## config.mk

```make
export PLATFORM = sky130hd
export DESIGN_NAME = mem_arbiter_flat
export DESIGN_NICKNAME = d
export VERILOG_FILES = /design/src/rtl/mem_ctrl_pkg.sv /design/src/rtl/mem_arbiter_if.sv /design/src/rtl/mem_arbiter_rr.sv /design/src/rtl/mem_arbiter.sv /design/src/flat_wrapper.sv
export SDC_FILE = /design/constraint.sdc
export NUM_CORES = 1
export LEC_CHECK = 0
export ABC_AREA = 1
export CAP_MARGIN = 20
export CORE_MARGIN = 5
export CORE_UTILIZATION = 35
export DETAILED_ROUTE_END_ITERATION = 8
export GPL_TIMING_DRIVEN = 0
export PLACE_DENSITY_LB_ADDON = 0.05
export RECOVER_POWER = 100
export SETUP_SLACK_MARGIN = 0.3
export SYNTH_ARGS = -nofsm -noshare
export SYNTH_HDL_FRONTEND = slang
export SYNTH_SLANG_ARGS = --single-unit
export TNS_END_PERCENT = 50
```

## constraint.sdc

```tcl
create_clock -name clk -period 3.19 [get_ports clk]
set_input_delay 0.319 -clock clk [delete_from_list [all_inputs] [get_ports clk]]
set_output_delay 0.319 -clock clk [all_outputs]
set_load 0.02 [all_outputs]
```

## src/rtl/mem_ctrl_pkg.sv

```systemverilog
// rtl/mem_ctrl_pkg.sv - shared widths, FSM states and command record for the memory arbiter
package mem_ctrl_pkg;

    localparam int ADDR_W = 5;
    localparam int DATA_W = 8;

    typedef enum logic [1:0] {
        IDLE,
        ISSUE,
        WAIT_RD,
        RESP
    } arb_state_e;

    typedef struct packed {
        logic              we;
        logic [ADDR_W-1:0] addr;
        logic [DATA_W-1:0] wdata;
    } mem_cmd_t;

endpackage

```

## src/rtl/mem_arbiter_if.sv

```systemverilog
// rtl/mem_arbiter_if.sv - requester handshake and memory-side bus bundle
interface mem_arbiter_if #(
    parameter int NUM_REQ = 4
);
    import mem_ctrl_pkg::*;

    logic [NUM_REQ-1:0]        req_valid;
    logic [NUM_REQ-1:0]        req_we;
    logic [NUM_REQ*ADDR_W-1:0] req_addr;
    logic [NUM_REQ*DATA_W-1:0] req_wdata;
    logic [NUM_REQ-1:0]        req_ready;
    logic [NUM_REQ-1:0]        rsp_valid;
    logic [DATA_W-1:0]         rsp_rdata;
    logic                      mem_read;
    logic                      mem_write;
    logic [ADDR_W-1:0]         mem_addr;
    logic [DATA_W-1:0]         mem_data_in;
    logic [DATA_W-1:0]         mem_data_out;

    // Arbiter side: accepts requests, drives the memory
    modport slave (
        input  req_valid, req_we, req_addr, req_wdata, mem_data_out,
        output req_ready, rsp_valid, rsp_rdata,
               mem_read, mem_write, mem_addr, mem_data_in
    );

    // Environment side: requesters plus the memory itself
    modport master (
        output req_valid, req_we, req_addr, req_wdata, mem_data_out,
        input  req_ready, rsp_valid, rsp_rdata,
               mem_read, mem_write, mem_addr, mem_data_in
    );

endinterface

```

## src/rtl/mem_arbiter_rr.sv

```systemverilog
// rtl/mem_arbiter_rr.sv - combinational round-robin winner select
module rr_arbiter #(
    parameter int NUM_REQ = 4,
    parameter int IDW     = (NUM_REQ > 1) ? $clog2(NUM_REQ) : 1
) (
    input  logic [NUM_REQ-1:0] req_valid,
    input  logic [IDW-1:0]     rr_ptr,
    output logic [NUM_REQ-1:0] grant,
    output logic [IDW-1:0]     grant_id,
    output logic               grant_any
);

    // One extra bit holds ptr+offset before the wrap back into 0..NUM_REQ-1
    localparam logic [IDW:0] N_W = (IDW+1)'(NUM_REQ);

    logic [IDW:0]   sum;
    logic [IDW-1:0] idx;

    // Scan from rr_ptr upward with wrap; first valid requester wins
    always_comb begin
        grant     = '0;
        grant_id  = '0;
        grant_any = 1'b0;
        sum       = '0;
        idx       = '0;
        for (int k = 0; k < NUM_REQ; k++) begin
            sum = {1'b0, rr_ptr} + (IDW+1)'(k);
            if (sum >= N_W) begin
                sum = sum - N_W;
            end
            idx = sum[IDW-1:0];
            if (!grant_any && req_valid[idx]) begin
                grant_any   = 1'b1;
                grant[idx]  = 1'b1;
                grant_id    = idx;
            end
        end
    end

endmodule

```

## src/rtl/mem_arbiter.sv

```systemverilog
// rtl/mem_arbiter.sv - round-robin single-outstanding access sequencer for the 32x8 memory
module mem_arbiter
    import mem_ctrl_pkg::*;
#(
    parameter int NUM_REQ    = 4,
    parameter int MEM_RD_LAT = 1
) (
    input  logic          clk,
    input  logic          reset,
    mem_arbiter_if.slave  bus,
    output logic          busy
);

    localparam int IDW = (NUM_REQ > 1) ? $clog2(NUM_REQ) : 1;
    // Wait counter preload: WAIT_RD lasts MEM_RD_LAT cycles
    localparam logic [2:0] LAT_M1 = 3'(MEM_RD_LAT - 1);

    arb_state_e          state;
    arb_state_e          state_nx;
    mem_cmd_t            cmd;
    logic [IDW-1:0]      cmd_id;
    logic [IDW-1:0]      rr_ptr;
    logic [2:0]          wait_cnt;
    logic [DATA_W-1:0]   rsp_rdata_q;

    logic [NUM_REQ-1:0]  grant;
    logic [IDW-1:0]      grant_id;
    logic                grant_any;

    logic                sel_we;
    logic [ADDR_W-1:0]   sel_addr;
    logic [DATA_W-1:0]   sel_wdata;

    rr_arbiter #(
        .NUM_REQ (NUM_REQ),
        .IDW     (IDW)
    ) u_rr (
        .req_valid (bus.req_valid),
        .rr_ptr    (rr_ptr),
        .grant     (grant),
        .grant_id  (grant_id),
        .grant_any (grant_any)
    );

    // Pick the winning requester's command fields out of the flat buses
    always_comb begin
        sel_we    = 1'b0;
        sel_addr  = '0;
        sel_wdata = '0;
        for (int i = 0; i < NUM_REQ; i++) begin
            if (grant[i]) begin
                sel_we    = bus.req_we[i];
                sel_addr  = bus.req_addr[i*ADDR_W +: ADDR_W];
                sel_wdata = bus.req_wdata[i*DATA_W +: DATA_W];
            end
        end
    end

    // State register; reset aborts any access in flight
    always_ff @(posedge clk) begin
        if (reset) begin
            state <= IDLE;
        end else begin
            state <= state_nx;
        end
    end

    // Next state and all bus outputs, decoded from the current state
    always_comb begin
        state_nx        = state;
        bus.req_ready   = '0;
        bus.rsp_valid   = '0;
        bus.mem_read    = 1'b0;
        bus.mem_write   = 1'b0;
        bus.mem_addr    = cmd.addr;
        bus.mem_data_in = cmd.wdata;
        bus.rsp_rdata   = rsp_rdata_q;
        busy            = (state != IDLE);
        case (state)
            IDLE: begin
                bus.req_ready = grant;
                if (grant_any) begin
                    state_nx = ISSUE;
                end
            end
            ISSUE: begin
                bus.mem_write = cmd.we;
                bus.mem_read  = !cmd.we;
                state_nx      = cmd.we ? IDLE : WAIT_RD;
            end
            WAIT_RD: begin
                if (wait_cnt == 3'd0) begin
                    state_nx = RESP;
                end
            end
            RESP: begin
                for (int i = 0; i < NUM_REQ; i++) begin
                    bus.rsp_valid[i] = (IDW'(i) == cmd_id);
                end
                state_nx = IDLE;
            end
            default: begin
                state_nx = IDLE;
            end
        endcase
    end

    // Command latch, fairness pointer, read-latency counter and response data
    always_ff @(posedge clk) begin
        if (reset) begin
            cmd         <= '0;
            cmd_id      <= '0;
            rr_ptr      <= '0;
            wait_cnt    <= '0;
            rsp_rdata_q <= '0;
        end else begin
            if (state == IDLE && grant_any) begin
                cmd.we    <= sel_we;
                cmd.addr  <= sel_addr;
                cmd.wdata <= sel_wdata;
                cmd_id    <= grant_id;
                rr_ptr    <= (grant_id == IDW'(NUM_REQ - 1)) ? '0 : grant_id + 1'b1;
            end
            if (state == ISSUE) begin
                wait_cnt <= LAT_M1;
            end else if (state == WAIT_RD && wait_cnt != 3'd0) begin
                wait_cnt <= wait_cnt - 3'd1;
            end
            if (state == WAIT_RD && wait_cnt == 3'd0) begin
                rsp_rdata_q <= bus.mem_data_out;
            end
        end
    end

endmodule

```

## src/flat_wrapper.sv

```systemverilog
// flat-port wrapper written by rule: the top's interface ports become plain ports
module mem_arbiter_flat import mem_ctrl_pkg::*;
#(
    parameter int NUM_REQ    = 4,
    parameter int MEM_RD_LAT = 1
)
  (clk, reset, busy, bus_req_valid, bus_req_we, bus_req_addr, bus_req_wdata, bus_mem_data_out, bus_req_ready, bus_rsp_valid, bus_rsp_rdata, bus_mem_read, bus_mem_write, bus_mem_addr, bus_mem_data_in);
  mem_arbiter_if #(.NUM_REQ(NUM_REQ)) bus_i ();
  input  logic clk;
  input  logic reset;
  output logic busy;
  input wire logic [$bits(bus_i.req_valid)-1:0] bus_req_valid;
  input wire logic [$bits(bus_i.req_we)-1:0] bus_req_we;
  input wire logic [$bits(bus_i.req_addr)-1:0] bus_req_addr;
  input wire logic [$bits(bus_i.req_wdata)-1:0] bus_req_wdata;
  input wire logic [$bits(bus_i.mem_data_out)-1:0] bus_mem_data_out;
  output wire logic [$bits(bus_i.req_ready)-1:0] bus_req_ready;
  output wire logic [$bits(bus_i.rsp_valid)-1:0] bus_rsp_valid;
  output wire logic [$bits(bus_i.rsp_rdata)-1:0] bus_rsp_rdata;
  output wire logic [$bits(bus_i.mem_read)-1:0] bus_mem_read;
  output wire logic [$bits(bus_i.mem_write)-1:0] bus_mem_write;
  output wire logic [$bits(bus_i.mem_addr)-1:0] bus_mem_addr;
  output wire logic [$bits(bus_i.mem_data_in)-1:0] bus_mem_data_in;
  assign bus_i.req_valid = bus_req_valid;
  assign bus_i.req_we = bus_req_we;
  assign bus_i.req_addr = bus_req_addr;
  assign bus_i.req_wdata = bus_req_wdata;
  assign bus_i.mem_data_out = bus_mem_data_out;
  assign bus_req_ready = bus_i.req_ready;
  assign bus_rsp_valid = bus_i.rsp_valid;
  assign bus_rsp_rdata = bus_i.rsp_rdata;
  assign bus_mem_read = bus_i.mem_read;
  assign bus_mem_write = bus_i.mem_write;
  assign bus_mem_addr = bus_i.mem_addr;
  assign bus_mem_data_in = bus_i.mem_data_in;
  mem_arbiter #(.NUM_REQ(NUM_REQ), .MEM_RD_LAT(MEM_RD_LAT)) u_core (.clk(clk), .reset(reset), .bus(bus_i), .busy(busy));
endmodule
```

==> results of run 1 <==
==> cell type report <==
| type | count | area [µm²] | area share |
|---|---|---|---|
| inverter | 57 | 220 | 0.0611 |
| clock inverter | 2 | 35.0 | 0.00972 |
| multi-input combinational | 270 | 1320 | 0.367 |
| tap | 77 | 96.3 | 0.0267 |
| buffer | 28 | 196 | 0.0545 |
| timing repair buffer | 104 | 1020 | 0.284 |
| sequential | 31 | 628 | 0.174 |
| clock buffer | 6 | 82.6 | 0.0229 |
==> Yosys cell counts, types with 3 or more instances <==
library cell,instances
nand2_1,124
a21oi_1,61
inv_1,53
dfxtp_1,31
nor2_1,26
buf_4,18
ha_1,10
o21ai_0,10
nand3_1,7
nor3_1,5
buf_2,4
inv_2,4
nand2_2,4
nand3_2,4
nand4_1,4
a211oi_1,3
buf_6,3
clkbuf_1,3
nor2_2,3
==> power by group through the flow <==
stage / sequential (mW) / combinational [mW] / clock, mW
3_5_place_dp: 0.586 / 2.48 / 0
4_1_cts: 0.588 / 2.52 / 0.412
6_report: 0.571 / 2.49 / 0.401
3_3_place_gp: 0.583 / 2.45 / 0
5_1_grt: 0.584 / 2.83 / 0.431
2_1_floorplan: 0.602 / 1.75 / 0
==> layer usage <==
layer,track usage,wire (µm)
met1,0.194,3200
met4,0.0458,91
met5,0,0
met2,0.315,3560
met3,0.0360,320
==> cells by family (layout without fill, tap and decap cells) <==
kind of cell               count (synthesis)  after routing  synth area share
adders and majority gates                 10             10            0.0534
buffers and inverters                     85            197             0.177
DFF                                       31             31             0.265
xor gates and xnor gates                   2              2           0.00747
AOI/OAI and AO/OA                         80             80             0.181
and+or+nand+nor                          178            178             0.317
==> sequential cells by signal (all words and copies together), names as in the netlist, named ones only <==
name,flops
u_core.rr_ptr,2
u_core.bus.rsp_rdata,8
u_core.wait_cnt,3
u_core.bus.mem_addr,5
u_core.state,1
u_core.cmd,1
u_core.bus.mem_data_in,8
u_core.cmd_id,2
==> worst register-to-register path, cell delays in order, from the launching register on <==
cell        delay, ns
dfxtp_4          0.37
clkinvlp_4       0.09
ha_1             0.35
inv_2            0.11
nand3_1          0.09
nand2_2          0.10
nand2_2          0.10
nor3_1           0.24
inv_1            0.07
nand2_1          0.22
clkbuf_1         0.43
nand2_1          0.10
a21oi_1          0.15
==> what timing repair did <==
item                                   in CTS  in global routing
buffers inserted                            1                  3
pin swaps                                   0                  0
endpoints found under the hold margin       0                  0
resized for setup                          14                  8
gates cloned                                0                  0
setup endpoints to repair                   4                  4
==> path summary, 6_finish.rpt <==
path | start | slack [ns] | end | cells after the start
setup / recovery | u_core.rr_ptr[1] | 0.38 | bus_req_ready[3] | 14
hold reg to reg | u_core.wait_cnt[0] | 0.47 | u_core.wait_cnt[0] | 2
hold / removal | reset | 0.43 | u_core.cmd[13] | 2
setup reg to reg | u_core.rr_ptr[1] | 0.70 | u_core.bus.mem_data_in[6] | 12
==> summary.md, run 1 <==
| Metric | Value |
|---|---|
| Critical Path Max Stage Delay | 0.37 ns |
| Count of cell types in the netlist | 26 |
| Layout cell share with drive strength beyond 1 | 0.118 |
| Seq pwr share | 0.165 |
| Area post-placement | 3440 µm² |
| Clk root buf | clkbuf_8 |
| CP endpoint kind | primary output |
| Clock Tree Buf Depth | 2 |
| Static leakage | 1.83 nW |
| Dpl hpwl | 5730 µm |
| Internal power | 1.74 mW |
| Most used DFF post-synth | dfxtp_1 |
| Sw power | 1.72 mW |
| Setup CP Type | flip-flop to primary output |
| Netlist Area Pre-Place | 2340 µm² |
| Die X-Extent | 91.9 µm |
| Vias after detailed routing | 2630 |
| Syn Area/Cell | 6.07 µm² |
| GRT overflow | 0 |
| HP Class | primary input to flip-flop |
| Slew headroom | 0.682 |
| Vias/cell | 4.57 |
| Worst EP required | 2.87 ns |
| Synth area leader | dfxtp_1 |
| Number of I/O pins | 102 |
| DP Worst Slack | -0.180 ns |
| Placed Cells incl. Taps | 563 |
| Yosys reg bits | 31 |
| Type of origin of the critical path | flip-flop |
| Commonest non-fill, non-tap cell in the layout | nand2_1 |
| CTS tree | done |
| Status | complete, no violations |
| Setup Skew | 0.00532 ns |
| Peak supply drop | 0.414 mV |
| Initial Utilization | 0.365 |
| Clk sinks | 31 |
| ANT cells | 0 |
| Fin. max-slew vios | 0 |
| 1st-iter DRT viols | 58 |
| Max-cap violations | 0 |
| Die Ht | 91.9 µm |
| Crit path cell chain | clkinvlp_4 -> ha_1 -> inv_2 -> nand3_1 -> nand2_2 -> nand2_2 -> nor2_2 -> nand3_1 -> nand3_1 -> clkbuf_2 -> buf_6 -> nand2_1 -> inv_1 -> clkbuf_2 |
| H-tree levels | 2 |
| Gr usage total | 0.169 |
| Final cycle utilization of the critical path | 0.881 |
| Clk pin slew, worst setup/hold paths | 0.07 ns |
| Drt pass-1 iters | 4 |
| Hold WS | 0.433 ns |
| Routed Wire Length | 7170 µm |
| DR WL/cell | 12.5 µm |
| Data arrival, critical path | 2.49 ns |
| RSZ-0062 raised after global routing | no |
| Comb pwr share | 0.719 |
| Crit path top cell by count | nand3_1 |
| Worst-Skew Late Latency | 0.28 ns |
| Finish-stage setup viols | 0 |
| Pwr/cell area | 959 nW/µm² |
| Largest net degree at the start of global routing | 11 |
| Design area | 3610 µm² |
| Overall power | 3.46 mW |
| Nets@finish | 577 |
| Post-synthesis async set-or-reset flop share | 0 |
| Cell count after synthesis | 386 |
| Final TNS setup | 0 ns |
| Crit-path slowest cell | dfxtp_4 |
| Post-layout util | 0.561 |
| Net Count, Synth | 466 |
| Final Hold Viols | 0 |
| Post-route setup slack | 0.380 ns |
| Sw Ratio | 0.497 |
| Commonest cells after routing, fill and taps aside | nand2_1, clkdlybuf4s50_1, a21oi_1, inv_1, dfxtp_1 |
| Row count | 29 |
| Core area | 6420 µm² |
| Non-Filler Instances | 575 |
| CP top delay family | buffers and inverters |
| Crit path max fanout | 10 |
| Buffers & Inverters on Critical Path | 6 |
| Fillers | 648 |
| Top cell type's share of synthesized area | 0.265 |
| Routability Congestion | 0.830 |
| Fmax | 356 MHz |
| Initial antenna violation count | 0 |
| Total CTS buffers | 5 |
| Number of global-route vias before repair | 2546 |
| Clock network fraction of total power | 0.116 |
| Global-route wire length before repair | 11700 µm |
| Post-CTS Hold Fix Bufs | 0 |
| Seq/Total Area, Yosys | 0.265 |
| Area delta synth->final | 53.8% |
| Synth area leaders | dfxtp_1, nand2_1, a21oi_1 |
| Synth warn | 0 |
| Buffers added on ports | 100 |
| Die ar. | 8440 µm² |
| Worst slew pin tran | 0.477 ns |
| Post-synth EDFFs | 0 |
| Routed Antenna Nets | 0 |
| # DRC | 0 |
| Fin crit period | 2.81 ns |
Power figures use the tool's default switching activity.
==> run 2, diff against run 1 <==
--- a/config.mk
+++ b/config.mk
@@ -6,9 +6,9 @@
 export NUM_CORES = 1
 export LEC_CHECK = 0
 export ABC_AREA = 1
-export CAP_MARGIN = 20
 export CORE_MARGIN = 5
 export CORE_UTILIZATION = 35
+export CTS_BUF_LIST = sky130_fd_sc_hd__clkbuf_4 sky130_fd_sc_hd__clkbuf_8
 export DETAILED_ROUTE_END_ITERATION = 8
 export GPL_TIMING_DRIVEN = 0
 export PLACE_DENSITY_LB_ADDON = 0.05
==> results of run 2 <==
Same layout as run 1: the final DEF is identical, and so are final timing and power.
